$ cat config.mk
export PLATFORM = sky130hd
export DESIGN_NAME = tx_write_arbiter_flat
export DESIGN_NICKNAME = d
export VERILOG_FILES = /design/src/rtl/tx_write_arbiter_pkg.sv /design/src/rtl/tx_write_arbiter_if.sv /design/src/rtl/tx_write_arbiter_rr_pick.sv /design/src/rtl/tx_write_arbiter.sv /design/src/flat_wrapper.sv
export SDC_FILE = /design/constraint.sdc
export NUM_CORES = 1
export LEC_CHECK = 0
export ABC_AREA = 0
export BUFFER_PORTS_ARGS = -buffer_cell sky130_fd_sc_hd__buf_2
export CORE_UTILIZATION = 40
export DETAILED_ROUTE_END_ITERATION = 10
export PLACE_DENSITY_LB_ADDON = 0.12
export SETUP_SLACK_MARGIN = 0.4
export SLEW_MARGIN = 5
export SYNTH_ARGS = -nofsm -noshare
export SYNTH_HDL_FRONTEND = slang
export SYNTH_SLANG_ARGS = --single-unit
$ cat constraint.sdc
create_clock -name Mclk -period 2.5 [get_ports Mclk]
set_clock_uncertainty 0.05 [all_clocks]
set_input_delay 0.5 -clock Mclk [delete_from_list [all_inputs] [get_ports Mclk]]
set_output_delay 0.5 -clock Mclk [all_outputs]
set_load 0.1 [all_outputs]
$ cat src/rtl/tx_write_arbiter_pkg.sv
// Shared types and constants for the transmit-FIFO write arbiter.
package tx_pkg;

    localparam int TX_DATA_W = 8;

    // Controller states: IDLE (nothing held), ARB (granting), STALL (FIFO full).
    typedef enum logic [1:0] {
        IDLE  = 2'd0,
        ARB   = 2'd1,
        STALL = 2'd2
    } tx_state_e;

    // Ceiling log2 for elaboration-time widths; clog2(1) returns 0.
    function automatic int clog2(input int value);
        int result;
        int rem;
        result = 0;
        rem    = value - 1;
        while (rem > 0) begin
            result = result + 1;
            rem    = rem >> 1;
        end
        return result;
    endfunction

endpackage

$ cat src/rtl/tx_write_arbiter_if.sv
// Producer/FIFO-side bundle of the write arbiter. The arbiter uses the
// slave view; the producers and the FIFO together form the master view.
interface tx_write_arbiter_if
    import tx_pkg::*;
#(
    parameter int N_SRC  = 4,
    parameter int DATA_W = TX_DATA_W
);
    localparam int IDX_W = clog2(N_SRC);

    logic [N_SRC-1:0]        Data_Available;
    logic [N_SRC*DATA_W-1:0] src_data;
    logic                    fifo_full;
    logic                    clr_ovf;
    logic                    fifo_wrreq;
    logic [DATA_W-1:0]       fifo_data;
    logic [IDX_W-1:0]        grant_id;
    logic [N_SRC-1:0]        pending;
    logic [N_SRC-1:0]        ovf_flags;

    modport master (
        output Data_Available, src_data, fifo_full, clr_ovf,
        input  fifo_wrreq, fifo_data, grant_id, pending, ovf_flags
    );

    modport slave (
        input  Data_Available, src_data, fifo_full, clr_ovf,
        output fifo_wrreq, fifo_data, grant_id, pending, ovf_flags
    );

endinterface

$ cat src/rtl/tx_write_arbiter_rr_pick.sv
// Round-robin search: first set bit of pending at or after rr_ptr, wrapping.
module rr_pick #(
    parameter int N_SRC = 4,
    parameter int IDX_W = 2
) (
    input  logic [N_SRC-1:0] pending,
    input  logic [IDX_W-1:0] rr_ptr,
    output logic             valid,
    output logic [IDX_W-1:0] idx
);

    // Walk the offsets from the pointer; the first hit wins.
    always_comb begin
        // NOTE: every output gets a default before the search so no path
        // leaves it unassigned, which would otherwise infer a latch.
        valid = 1'b0;
        idx   = '0;
        for (int off = 0; off < N_SRC; off++) begin
            logic [IDX_W-1:0] cand;
            cand = IDX_W'((int'(rr_ptr) + off) % N_SRC);
            if (!valid && pending[cand]) begin
                valid = 1'b1;
                idx   = cand;
            end
        end
    end

endmodule

$ cat src/rtl/tx_write_arbiter.sv
// Shares the single TX-FIFO write port among N_SRC edge-signalled producers.
// Every register updates on the falling edge of Mclk so that fifo_wrreq and
// fifo_data are settled when the FIFO samples on the rising edge.
module tx_write_arbiter
    import tx_pkg::*;
#(
    parameter int N_SRC  = 4,
    parameter int DATA_W = TX_DATA_W
) (
    input  logic                Mclk,
    input  logic                nReset,
    tx_write_arbiter_if.slave   bus
);

    localparam int IDX_W = clog2(N_SRC);

    logic [N_SRC-1:0]  old_da_q;
    logic [N_SRC-1:0]  da_event;
    logic [N_SRC-1:0]  pending_q, pending_d;
    logic [N_SRC-1:0]  ovf_q, ovf_d;
    logic [N_SRC-1:0]  grant_vec;
    logic [DATA_W-1:0] hold_q [N_SRC];
    logic [DATA_W-1:0] hold_d [N_SRC];
    logic [IDX_W-1:0]  rr_ptr_q, rr_ptr_d;
    logic [IDX_W-1:0]  pick_idx;
    logic [IDX_W-1:0]  grant_id_q, grant_id_d;
    logic [DATA_W-1:0] data_q, data_d;
    logic              wrreq_q, wrreq_d;
    logic              pick_valid;
    logic              grant_enable;
    logic              do_grant;
    tx_state_e         state_q, state_d;

    assign da_event = bus.Data_Available & ~old_da_q;
    assign do_grant = pick_valid & grant_enable;

    rr_pick #(
        .N_SRC (N_SRC),
        .IDX_W (IDX_W)
    ) u_rr_pick (
        .pending (pending_q),
        .rr_ptr  (rr_ptr_q),
        .valid   (pick_valid),
        .idx     (pick_idx)
    );

    // Grant qualifier: a non-full FIFO permits a write in every state. IDLE
    // must allow it so a word captured at edge k is written at edge k+1, and
    // STALL lets the grant through on the same edge that fifo_full drops.
    always_comb begin
        grant_enable = 1'b0;
        case (state_q)
            IDLE, ARB, STALL: grant_enable = ~bus.fifo_full;
            default:          grant_enable = 1'b0;
        endcase
    end

    // Controller next state.
    always_comb begin
        state_d = state_q;
        case (state_q)
            IDLE:    if (|pending_q) state_d = ARB;
            ARB: begin
                if (bus.fifo_full && |pending_q) state_d = STALL;
                else if (pending_d == '0)        state_d = IDLE;
            end
            STALL:   if (!bus.fifo_full) state_d = ARB;
            default: state_d = IDLE;
        endcase
    end

    // Slot capture, grant clear and sticky overflow. A source granted this
    // cycle frees its slot, so a coincident new word is captured, not dropped.
    always_comb begin
        grant_vec = '0;
        if (do_grant) grant_vec[pick_idx] = 1'b1;
        pending_d = pending_q & ~grant_vec;
        ovf_d     = bus.clr_ovf ? '0 : ovf_q;
        hold_d    = hold_q;
        for (int i = 0; i < N_SRC; i++) begin
            if (da_event[i]) begin
                if (!pending_q[i] || grant_vec[i]) begin
                    hold_d[i]    = bus.src_data[i*DATA_W +: DATA_W];
                    pending_d[i] = 1'b1;
                end else begin
                    ovf_d[i] = 1'b1;
                end
            end
        end
    end

    // Write strobe, data/grant hold and pointer advance past the winner.
    always_comb begin
        wrreq_d    = do_grant;
        data_d     = data_q;
        grant_id_d = grant_id_q;
        rr_ptr_d   = rr_ptr_q;
        if (do_grant) begin
            data_d     = hold_q[pick_idx];
            grant_id_d = pick_idx;
            rr_ptr_d   = (pick_idx == IDX_W'(N_SRC - 1)) ? '0 : pick_idx + 1'b1;
        end
    end

    // Control and output registers, cleared asynchronously by nReset.
    always_ff @(negedge Mclk or negedge nReset) begin
        // NOTE: sequential state uses non-blocking assignments so every
        // register samples the pre-edge values, independent of statement order.
        if (!nReset) begin
            old_da_q   <= '0;
            pending_q  <= '0;
            ovf_q      <= '0;
            rr_ptr_q   <= '0;
            grant_id_q <= '0;
            data_q     <= '0;
            wrreq_q    <= 1'b0;
            state_q    <= IDLE;
        end else begin
            old_da_q   <= bus.Data_Available;
            pending_q  <= pending_d;
            ovf_q      <= ovf_d;
            rr_ptr_q   <= rr_ptr_d;
            grant_id_q <= grant_id_d;
            data_q     <= data_d;
            wrreq_q    <= wrreq_d;
            state_q    <= state_d;
        end
    end

    // Holding slots, written only on capture.
    always_ff @(negedge Mclk) begin
        // NOTE: the slots have no reset; a slot is only read while its
        // pending bit is set, and that bit is cleared by reset.
        hold_q <= hold_d;
    end

    assign bus.fifo_wrreq = wrreq_q;
    assign bus.fifo_data  = data_q;
    assign bus.grant_id   = grant_id_q;
    assign bus.pending    = pending_q;
    assign bus.ovf_flags  = ovf_q;

endmodule

$ cat src/flat_wrapper.sv
// flat-port wrapper written by rule: the top's interface ports become plain ports
module tx_write_arbiter_flat import tx_pkg::*;
#(
    parameter int N_SRC  = 4,
    parameter int DATA_W = TX_DATA_W
)
  (Mclk, nReset, bus_Data_Available, bus_src_data, bus_fifo_full, bus_clr_ovf, bus_fifo_wrreq, bus_fifo_data, bus_grant_id, bus_pending, bus_ovf_flags);
  tx_write_arbiter_if #(.N_SRC(N_SRC), .DATA_W(DATA_W)) bus_i ();
  input  logic Mclk;
  input  logic nReset;
  input wire logic [$bits(bus_i.Data_Available)-1:0] bus_Data_Available;
  input wire logic [$bits(bus_i.src_data)-1:0] bus_src_data;
  input wire logic [$bits(bus_i.fifo_full)-1:0] bus_fifo_full;
  input wire logic [$bits(bus_i.clr_ovf)-1:0] bus_clr_ovf;
  output wire logic [$bits(bus_i.fifo_wrreq)-1:0] bus_fifo_wrreq;
  output wire logic [$bits(bus_i.fifo_data)-1:0] bus_fifo_data;
  output wire logic [$bits(bus_i.grant_id)-1:0] bus_grant_id;
  output wire logic [$bits(bus_i.pending)-1:0] bus_pending;
  output wire logic [$bits(bus_i.ovf_flags)-1:0] bus_ovf_flags;
  assign bus_i.Data_Available = bus_Data_Available;
  assign bus_i.src_data = bus_src_data;
  assign bus_i.fifo_full = bus_fifo_full;
  assign bus_i.clr_ovf = bus_clr_ovf;
  assign bus_fifo_wrreq = bus_i.fifo_wrreq;
  assign bus_fifo_data = bus_i.fifo_data;
  assign bus_grant_id = bus_i.grant_id;
  assign bus_pending = bus_i.pending;
  assign bus_ovf_flags = bus_i.ovf_flags;
  tx_write_arbiter #(.N_SRC(N_SRC), .DATA_W(DATA_W)) u_core (.Mclk(Mclk), .nReset(nReset), .bus(bus_i));
endmodule
**Yosys cells after proc, flatten, opt, wreduce, memory -nomap -nowiden**

Cells that the tools add are included.

- Add/sub/neg operators: 4
- Magnitude comparators: 7
- Equal/unequal tests: 6
- Multiplexer cells: 46
- Bitwise logic cells: 7
- Reduce and logical (&&, ||, !) cells: 25

Operator list:

| kind | count |
|---|---|
| 2-to-1 mux 1 bit | 26 |
| 2-to-1 mux 2 bit | 9 |
| binary-select mux 8 bit (select 2 bit) | 1 |
| 2-to-1 mux 8 bit | 2 |
| < comparator 2 x 3 -> 1 bit, second input constant | 5 |
| AND 4 bit | 2 |
| binary-select mux 1 bit (select 2 bit) | 4 |
| 2-to-1 mux 4 bit | 2 |
| inverter 4 bit | 2 |
| AND reduction 2 bit | 4 |
| zero test 1 bit | 7 |
| case mux 2 bit (3 select lines) | 1 |
| logical AND 1 bit | 5 |
| adder 2 x 1 -> 2 bit, second input constant | 2 |
| adder 2 bit, second input constant | 2 |
| equality test 2 bit, second input constant | 2 |
| zero test 4 bit | 1 |
| logical OR 1 bit | 4 |
| OR reduction 4 bit | 1 |
| >= comparator 3 bit, second input constant | 1 |
| inequality test 3 x 1 -> 1 bit, second input constant | 1 |
| inverter 2 -> 3 bit | 1 |
| AND reduction 3 bit | 1 |
| OR reduction 3 bit | 1 |
| other kinds (8) | 8 |

- Register bits after elaboration: 59
- Input port bits: 40
- Word-level logic and storage cells: 107

**Depth between registers and ports, before layout**

- Depth in word-level cells: 25
- Gate-level depth with buffers: 8
- Mapped depth without buffers: 7

**By module**

From an unflattened synthesis, not the netlist that was laid out.

- Cell total of the unflattened synthesis: 151
- Area total of the unflattened synthesis: 2417.3 µm²

Modules (own cells, without submodules):

| module | times used | cells each | area each (µm²) |
|---|---|---|---|
| tx_write_arbiter | 1 | 136 | 2339.7 |
| rr_pick | 1 | 15 | 77.6 |

==> flow_summary.toml <==
[outcome]
status = "complete, but fails checks"
violations = "setup timing"

[drt]
wl_per_cell_um = 14.8
routed_wl_um = 5800
firstDrtPassIters = 4
drc = 0
drtAntennaViolNets = 0
first_iter_violations = 46
viasPerCell = 4.71
route.vias.total = 1846

[global_routing]
antenna_found_initial = 0
grtUsageTotal_pct = 20.7
grt_pass1_vias = 1991
grt_overflow = 0
grt_first_pass_wirelength_um = 9170
grt_max_degree = 16

[critical_path]
cpMaxStageDelayCell = "dfrtn_1"
path_cells = "buf_12"
setup.worst_path.start_class = "register"
setup.worst_path.class = "reg -> out"
required_ns = 1.95
worst-path-buf-inv = 1
crit_family = "flip-flops"
end_kind = "primary output"
worstPathMaxFanout = 2
cpPeakStageDelay_ns = 0.48
crit_cells = 1
worst_ep_arrival_time_ns = 2.26
reg2reg_depth = 9

[clocking]
cts_buffer_depth = 2
hold_buffers = 0
clk_latency_ns = 0.39
htree_levels = 3
cts_tree = "done"
numCtsBuffers = 9
clk_pin_slew_ns = 0.05
clock_sinks = 59
root_buffer = "clkbuf_8"

[synth]
synthCells = 171
syn_avg_cell_area_um2 = 13.9
synth-seq-cells = 59
synth_cell_type_count = 29
netlist_area_um2 = 2370
synth_top_cell_area_share_pct = 40.6
yosys-top-cells-area = "edfxtp_1 (41%), dfrtn_1 (29%), mux2i_1 (6.8%)"
yosysWarnings = 0
syn_nets = 211
yosysTopAreaCell = "edfxtp_1"
ys_seq_area_share_pct = 69.1

[pwr]
sw_frac_of_total_pct = 44.5
clockPowerShare_pct = 16.8
finalPower_mw = 6.10
p_per_area_nw_per_um2 = 1510
p_sw_mw = 2.72
seqPwrFrac_pct = 24.5
p_int_mw = 3.38
irDropWorstVdd_mv = 0.784
combPwrFrac_pct = 58.6
leakage_nw = 1.89

[layout]
syn_to_final_growth_pct = 70.9
fillers = 378
antenna_cells = 0
nets = 355
final_cell_area_um2 = 4050
layout-drive-gt1-share_pct = 53.8

[flow_run]
cap_violations = 0

[sta]
relSlewSlack_pct = 52.3
setup_viol = 66
hold_viol_final = 0
worst_slew_pin_slew_ns = 0.716
setup_ws_ns = -0.306
rsz0062_at_grt = "true"
slew_viol_final = 0

[place]
place.gp.congestion = 0.769
dpl_cell_area_um2 = 3250
port_buffers = 58
post-dp-hpwl_um = 3720

[floorplanning]
dieWidth_um = 79.0
dieArea_um2 = 6230
die_y_um = 79.0
start_util_pct = 42.2
num_io_pins = 59
core.rowCount = 27
coreArea_um2 = 5610

[hold_path]
hold_class = "reg -> reg"
worstHoldPathCells = 2
power by group through the flow:
stage / registers [mW] / logic, mW / clock network (mW)
after global routing: 1.52 / 3.74 / 1.13
final: 1.50 / 3.58 / 1.03
after floorplan: 2.38 / 1.07 / 0.0792
after global placement: 1.50 / 2.93 / 0.0792
after detailed placement: 1.51 / 2.94 / 0.0792
after CTS: 1.50 / 3.31 / 1.05
flip-flops by register name, indices dropped and copies added (netlist names):
register	flops
u_core.bus.ovf_flags	4
u_core.bus.fifo_data	8
u_core.bus.fifo_wrreq	1
u_core.state_q	2
u_core.hold_q	32
u_core.bus.grant_id	2
u_core.rr_ptr_q	2
u_core.old_da_q	4
u_core.bus.pending	4
layout make-up:
class / instances / area (um^2) / area share [%]
sequential: 59 / 1640 / 40.4
timing repair buffer: 107 / 1100 / 27.1
multi-input combinational: 96 / 873 / 21.6
clock inverter: 38 / 163 / 4.02
clock buffer: 10 / 149 / 3.68
tap: 72 / 90.1 / 2.22
inverter: 10 / 40.0 / 0.989
per-stage QoR:
step / instances / hold WS, ns / worst slack, ns / TNS (ns) / util, %
floorplan: 171 / 0.416 / -0.371 / -17.01 / -
global placement: 316 / 0.432 / -0.569 / -22.79 / 57.9
detailed placement: 316 / 0.439 / -0.593 / -24.37 / 57.9
CTS: 379 / 0.450 / -0.324 / -8.92 / 69.3
global route: 392 / 0.507 / -0.339 / -12.83 / 72.2
finish: 392 / 0.475 / -0.306 / -10.35 / 72.2
Yosys cell counts:
library cell and count:
o22ai_1 4, a41oi_1 1, dfrtn_1 27, nor2b_1 3
a211o_1 1, o21ai_1 8, xnor2_1 1, mux2_2 8
o31ai_4 1, clkbuf_1 2, edfxtp_1 32, and4b_1 1
buf_8 1, nand2b_1 6, and2_1 2, mux2i_1 16
inv_1 11, a21oi_1 7, buf_6 1, nand3_1 3
a21o_1 1, o31ai_1 2, o311ai_0 1, nand2_1 19
a22o_1 1, o21ai_0 6, a211oi_1 1, nor2_1 3
buf_2 1
layer usage:
layer | share of wire, % | routed length (um) | vias up | global-route usage, %
li1 | - | - | 909 | -
met1 | 43 | 2470 | 874 | 22.9
met2 | 52 | 3030 | 53 | 36.3
met3 | 3.1 | 178 | 10 | 4.48
met4 | 2.0 | 117 | 0 | 13.1
met5 | 0 | 0 | - | 0
timing repair:
| item | CTS | global route |
|---|---|---|
| buffers inserted | 13 | 13 |
| gates cloned | 3 | 0 |
| pin swaps | 10 | 7 |
| setup endpoints to repair | 73 | 73 |
| gates resized for setup | 43 | 17 |
cell families after synthesis:
logic type	count (synthesis)	synth area share, %
AO/OA/AOI/OAI	34	9.14
XOR/XNOR	1	0.370
buffers and inverters	16	3.38
flip-flops	59	69.1
multiplexers	24	10.6
AND/OR/NAND/NOR	37	7.45
final timing paths:
| check | start | endpoint | slack (ns) |
|---|---|---|---|
| worst max-delay path | u_core.bus.fifo_data[7] | bus_fifo_data[7] | -0.31 |
| worst min-delay path | u_core.rr_ptr_q[0] | u_core.rr_ptr_q[0] | 0.48 |
| worst max register to register | u_core.bus.pending[2] | u_core.bus.fifo_data[1] | 0.12 |
| worst min register to register | u_core.rr_ptr_q[0] | u_core.rr_ptr_q[0] | 0.48 |
| max in group asynchronous | nReset | u_core.bus.fifo_data[6] | 0.84 |
| min in group asynchronous | nReset | u_core.bus.pending[2] | 1.14 |
placed cells by master, fill, tap and decap left out, types with 2 or more instances in the layout:
cell	count
o21ai_1	4
inv_2	3
mux2i_1	16
nor2_1	2
dfrtn_1	27
buf_12	22
o21ai_2	5
a21oi_2	2
nand2_1	5
buf_4	32
clkinv_4	2
clkbuf_8	9
mux2_2	8
o31ai_4	3
inv_4	2
o21ai_0	5
edfxtp_1	32
inv_1	39
a21oi_1	3
buf_16	2
buf_2	38
nor2b_4	3
o22ai_2	4
nand3_1	2
nand2_4	6
a21oi_4	2
nand2_2	8
and2_4	2
nand2b_1	6
buf_6	11
clkinvlp_4	2
(Power assumes the default switching activity.)
